### src/rtl/seq_div.sv
// Multi-cycle restoring divider: one quotient bit per clock under a start/done handshake.
// Define SEQ_DIV_SIGNED_EN for two's-complement operands (sign handled around the unsigned core).
module seq_div #(
    parameter int unsigned WIDTH = 8,
    parameter int unsigned CNT_W = 4
) (
    input  logic             clk,
    input  logic             reset,
    input  logic             start,
    input  logic [WIDTH-1:0] dividend,
    input  logic [WIDTH-1:0] divisor,
    output logic             busy,
    output logic             done,
    output logic [WIDTH-1:0] quotient,
    output logic [WIDTH-1:0] remainder,
    output logic             div_by_zero
);

    typedef enum logic [1:0] {StIdle, StRun, StDone} state_e;

    state_e           state;
    logic [WIDTH-1:0] dvd_sr;
    logic [WIDTH-1:0] dvs;
    logic [WIDTH-1:0] p;
    logic [WIDTH-1:0] q_sr;
    logic [CNT_W-1:0] count;

    logic [WIDTH:0]   p_shift;
    logic [WIDTH:0]   trial;
    logic [WIDTH-1:0] p_next;
    logic [WIDTH-1:0] q_next;
    logic [WIDTH-1:0] dvd_mag;
    logic [WIDTH-1:0] dvs_mag;
    logic [WIDTH-1:0] q_res;
    logic [WIDTH-1:0] r_res;

    // The partial remainder is always below the divisor after a step, so its top bit
    // is never needed between iterations and P is kept WIDTH bits wide.
    always_comb begin
        p_shift = {1'b0, p, dvd_sr[WIDTH-1]};
        trial   = p_shift - {1'b0, dvs};
        p_next  = trial[WIDTH] ? p_shift[WIDTH-1:0] : trial[WIDTH-1:0];
        q_next  = {q_sr[WIDTH-2:0], ~trial[WIDTH]};
    end

`ifdef SEQ_DIV_SIGNED_EN
    logic neg_q;
    logic neg_r;

    assign dvd_mag = dividend[WIDTH-1] ? -dividend : dividend;
    assign dvs_mag = divisor[WIDTH-1] ? -divisor : divisor;
    assign q_res   = neg_q ? -q_next : q_next;
    assign r_res   = neg_r ? -p_next : p_next;

    always_ff @(posedge clk) begin
        if (reset) begin
            neg_q <= 1'b0;
            neg_r <= 1'b0;
        end else if (state == StIdle && start) begin
            neg_q <= dividend[WIDTH-1] ^ divisor[WIDTH-1];
            neg_r <= dividend[WIDTH-1];
        end
    end
`else
    assign dvd_mag = dividend;
    assign dvs_mag = divisor;
    assign q_res   = q_next;
    assign r_res   = p_next;
`endif

    always_ff @(posedge clk) begin
        if (reset) begin
            state       <= StIdle;
            dvd_sr      <= '0;
            dvs         <= '0;
            p           <= '0;
            q_sr        <= '0;
            count       <= '0;
            busy        <= 1'b0;
            done        <= 1'b0;
            quotient    <= '0;
            remainder   <= '0;
            div_by_zero <= 1'b0;
        end else begin
            done <= 1'b0;
            unique case (state)
                StIdle: begin
                    if (start) begin
                        if (divisor == '0) begin
                            state       <= StDone;
                            done        <= 1'b1;
                            quotient    <= '1;
                            remainder   <= dividend;
                            div_by_zero <= 1'b1;
                        end else begin
                            state  <= StRun;
                            busy   <= 1'b1;
                            dvd_sr <= dvd_mag;
                            dvs    <= dvs_mag;
                            p      <= '0;
                            q_sr   <= '0;
                            count  <= '0;
                        end
                    end
                end
                StRun: begin
                    p      <= p_next;
                    dvd_sr <= {dvd_sr[WIDTH-2:0], 1'b0};
                    q_sr   <= q_next;
                    count  <= count + 1'b1;
                    if (count == CNT_W'(WIDTH - 1)) begin
                        state       <= StDone;
                        busy        <= 1'b0;
                        done        <= 1'b1;
                        quotient    <= q_res;
                        remainder   <= r_res;
                        div_by_zero <= 1'b0;
                    end
                end
                StDone: state <= StIdle;
                default: state <= StIdle;
            endcase
        end
    end

endmodule

### config.mk
export PLATFORM = sky130hd
export DESIGN_NAME = seq_div
export DESIGN_NICKNAME = d
export VERILOG_FILES = /design/src/rtl/seq_div.sv
export SDC_FILE = /design/constraint.sdc
export NUM_CORES = 1
export LEC_CHECK = 0
export ABC_AREA = 1
export CAP_MARGIN = 5
export CORE_AREA = 2 2 116 62
export DETAILED_ROUTE_END_ITERATION = 16
export DIE_AREA = 0 0 118 64
export PLACE_DENSITY = 0.66
export REMOVE_ABC_BUFFERS = 1
export SETUP_SLACK_MARGIN = 0.1
export SYNTH_ARGS = -nofsm -noshare
export SYNTH_HDL_FRONTEND = slang
export SYNTH_SLANG_ARGS = --single-unit
### constraint.sdc
create_clock -name clk -period 3.3 [get_ports clk]
set_input_delay 0.825 -clock clk [delete_from_list [all_inputs] [get_ports clk]]
set_output_delay 0.825 -clock clk [all_outputs]
set_load 0.005 [all_outputs]
==> run summary <==
The run finished with clean final reports. The reg-to-reg setup timing slack is 1.08 ns. The cell count of the worst hold path is 2. The length of routed wiring on met1 is around 3900 um. The final period demand of the worst path came out at roughly 2.2 ns.

The sequential share of the synthesized area came out at between 30 and 40%. The number of antenna-violating nets in the routed design came out at 0. The required time at the endpoint of the critical path is 3.50 ns. The setup slack after layout is between 1 and 1.5 ns. The combinational cell fraction of total power is between 20% and 30%.

The combined area of all synthesized cells is around 0.0028 mm^2. The fraction of power spent switching nets is 34.6%. The total half-perimeter wirelength after legalization and detailed placement is between 5000 and 6000 um. The total internal power came out at around 1.2 mW. Routed signal wires occupy layers up through met4. The synthesis warning total came out at 0. The largest net degree at the start of global routing came out at 36. The CTS H-tree depth came out at 2.

Among all stages on the critical path, the largest delay is contributed by fa_1. The maximum buffer depth of the clock tree is 2. The count of pins over their slew limit came out at 0. The synthesis-stage register bit count came out at 56. The count of routing violations after the opening detailed-route iteration came out at about 180.

In this run the critical register-to-register path is launched from dvd_sr[7]$_SDFFE_PP0P_. The root buffer cell chosen for the clock tree is clkbuf_16. The end point of the most critical hold path is dvd_sr[4]$_SDFFE_PP0P_. The depth of the worst register-to-register path is 14. The count of nets after finishing came out at around 490. The residual DRC count came out at 0. Power spread over the standard cell area amounts to roughly 540 mW/mm^2.

The CTS tree is built. The via density per instance is ~4.9. Total power for the finished layout comes to ~1.8 mW.

The leakage power figure is between 1.5 and 2 nW. The element type at the critical path start is a flop. In this run the most critical hold path is launched from dvd_sr[4]$_SDFFE_PP0P_. The final weighted congestion in routability-driven placement is about 0.85. The total number of placement rows came out at 21.

The area inside the core boundary is between 0.006 and 0.007 mm^2. The finished layout cell area is around 0.0034 mm^2. The clock latency reported for the late side of the worst-skew pair is roughly 0.30 ns. Prior to clock tree synthesis, the placed netlist has a worst setup slack of 0.827 ns.

Counting the fill cells in the layout gives ~640. The width of the chip is 118 um. The initial standard-cell utilization of the core came out at between 40% and 50%. The number of placed instances, taps included, is 542. The worst endpoint data arrival time came out at ~2.4 ns. The most common library cell in the layout ignoring fill and taps is nand2_1. The reported max-cap violation count is 0. The kind of critical path is reg2reg. The distinct cell type count of the synthesized netlist is 27. Setup total negative slack on the finished layout was measured at 0 ns. The CTS buffer count came out at 5.

The number of instances in the synthesized netlist is 425. Measured on the finished design, the core utilization comes to 52.7%. After clock tree synthesis, the repair step resized 0 gates. Global routing finished with a remaining overflow of 0. Counting stages on the worst path, the most repeated cell is nand2_1. STA classifies the critical path endpoint as a flop.

Across the routed clock network, the largest skew measured is between 0.006 and 0.007 ns. The vertical extent of the die is about 64 um. For this run, the total global-route usage over all layers was measured as about a fifth. For the pin with the worst max-slew slack, the measured transition is 0.812 ns. The via count of the first global-routing pass came out at ~2400.

The dominant register cell in the synthesized netlist is dfxtp_1. The post-CTS setup buffer count is 0. The cell area after placement is between 0.003 and 0.004 mm^2. The post-route netlist has under 10% of its cells at a drive strength greater than 1.

Each instance of the synthesized netlist takes up on average 6.70 um^2. Setup repair after global routing left no endpoint under its margin. The number of primary I/O pins came out at 38. Counting flops with a built-in enable in the synthesized netlist gives 0.

The aggregate routed wire length is 6950 um. The first-pass iteration count of the detailed router came out at 5. The count of vias placed by the detailed router came out at roughly 2700. The switching power is about 0.64 mW. Headroom to the max-slew limit came out at a little under half. Traced cell by cell, the critical path runs through inv_1 > ha_1 > inv_1 > fa_1 > nand2_1 > nand2_1 > nand3_1 > nand2_1 > nand2_1 > nand2_1 > nand3_1 > nand3_1 > nand2_1 > inv_1. The critical-path maximum fanout came out at 8. The area enclosed by the die boundary came out at roughly 0.0076 mm^2.

The number of buffers inserted by port buffering came out at 37. In this design, the stage delay of the slowest critical-path cell is between 0.4 and 0.5 ns. The sequential group share of total power is roughly two fifths. The TritonCTS sink count came out at 56. The maximum vdd ir drop is roughly 230 uV. The proportion of synthesized flip-flops having asynchronous set or reset is 0%.

The non-filler instance count after layout is 550. In the layout the commonest cells are nand2_1 (97), inv_1 (63), nor2_1 (58), dfxtp_1 (56), nand3_1 (49). The final hold slack came out at roughly 0.45 ns. The share of total power in the clock network is a little under 30%. The setup-violating endpoint count in the final report is 0. In this run the worst hold path is classified as reg2reg. Static timing analysis puts the maximum clock frequency at 0.451 GHz. The area growth from synthesis to layout came out at 20.3%. The routed length per placed instance came out at 12.6 um.

The hold violation total from the final report is 0. The wire length of the first global-routing pass is around 12000 um. The clock edge transition at the registers on the reported setup and hold paths came out at 0.07 ns.

The endpoint of the lowest-slack register-to-register path is remainder[3]$_SDFFE_PP0P_. The antenna diode count came out at 0. After layout, the worst path uses about 67% of the clock period.

Wire segments on met3 add up to ~350 um in the final route. The initial antenna violation count came out at 0. The total length of routed met2 wires came out at roughly 2700 um. The number of buffers inserted for hold repair after clock tree synthesis came out at 0.
## cells in the mapped netlist, types with 4 or more instances
| cell type | instances | share of area [%] |
|---|---|---|
| a21oi_1 | 30 | 5.3 |
| buf_2 | 5 | 0.88 |
| clkbuf_1 | 7 | 0.92 |
| dfxtp_1 | 56 | 39 |
| ha_1 | 9 | 4.0 |
| inv_1 | 63 | 8.3 |
| inv_2 | 4 | 0.53 |
| nand2_1 | 97 | 13 |
| nand3_1 | 49 | 8.6 |
| nor2_1 | 58 | 7.6 |
| o21ai_0 | 19 | 3.3 |
| o21ai_1 | 5 | 0.88 |
## logic make-up after synthesis
kind of cell / share of synthesized area [%]
buffers and inverters: 11.7
adders and majority gates: 4.66
and+or+nand+nor: 32.9
xor gates and xnor gates: 1.23
DFF: 39.4
AOI/OAI and AO/OA: 10.1
## worst max-delay path, delay by kind of cell, from the launching register on
kind                     cells  cell delay, ns
AND/OR/NAND/NOR              9            1.09
buffers and inverters        3            0.16
flip-flops                   1            0.32
adder cells (fa/ha/maj)      2            0.55
## layer usage
layer | global-route usage (%) | vias to the layer above
li1 | - | 1387
met1 | 29.8 | 1216
met2 | 27.0 | 65
met3 | 4.20 | 8
met4 | 5.57 | 0
met5 | 0 | -
## worst max-delay path by stage
stage                                 from                        end  slack (ns)
floorplan                       divisor[5]        dvs[0]$_SDFFE_PP0P_        1.36
global placement                divisor[2]  remainder[0]$_SDFFE_PP0P_        0.83
detailed placement              divisor[5]  remainder[3]$_SDFFE_PP0P_        0.83
CTS                 dvd_sr[7]$_SDFFE_PP0P_  remainder[3]$_SDFFE_PP0P_        1.12
global route        dvd_sr[7]$_SDFFE_PP0P_          p[2]$_SDFFE_PP0P_        0.90
finish              dvd_sr[7]$_SDFFE_PP0P_  remainder[3]$_SDFFE_PP0P_        1.08
## power by group through the flow
stage          logic (mW)  registers [mW]  clock network, mW
6_report            0.544           0.748              0.549
2_1_floorplan       0.390           0.755                  0
3_3_place_gp        0.530           0.762                  0
4_1_cts             0.540           0.748              0.558
5_1_grt             0.622           0.754              0.588
3_5_place_dp        0.538           0.764                  0
## area by class of cell
cell class / count / area (um^2) / area share [%]
multi-input combinational: 287 / 1390 / 40.6
tap: 92 / 115 / 3.36
clock buffer: 7 / 143 / 4.17
inverter: 68 / 260 / 7.60
sequential: 56 / 1120 / 32.7
clock inverter: 1 / 7.51 / 0.219
timing repair buffer: 39 / 385 / 11.3
## sequential cells by signal (all words and copies together), names as in the netlist
name         flops
done             1
busy             1
quotient         8
q_sr             7
remainder        8
p                8
div_by_zero      1
dvs              8
count            4
state            2
dvd_sr           8
(Power assumes the default switching activity.)
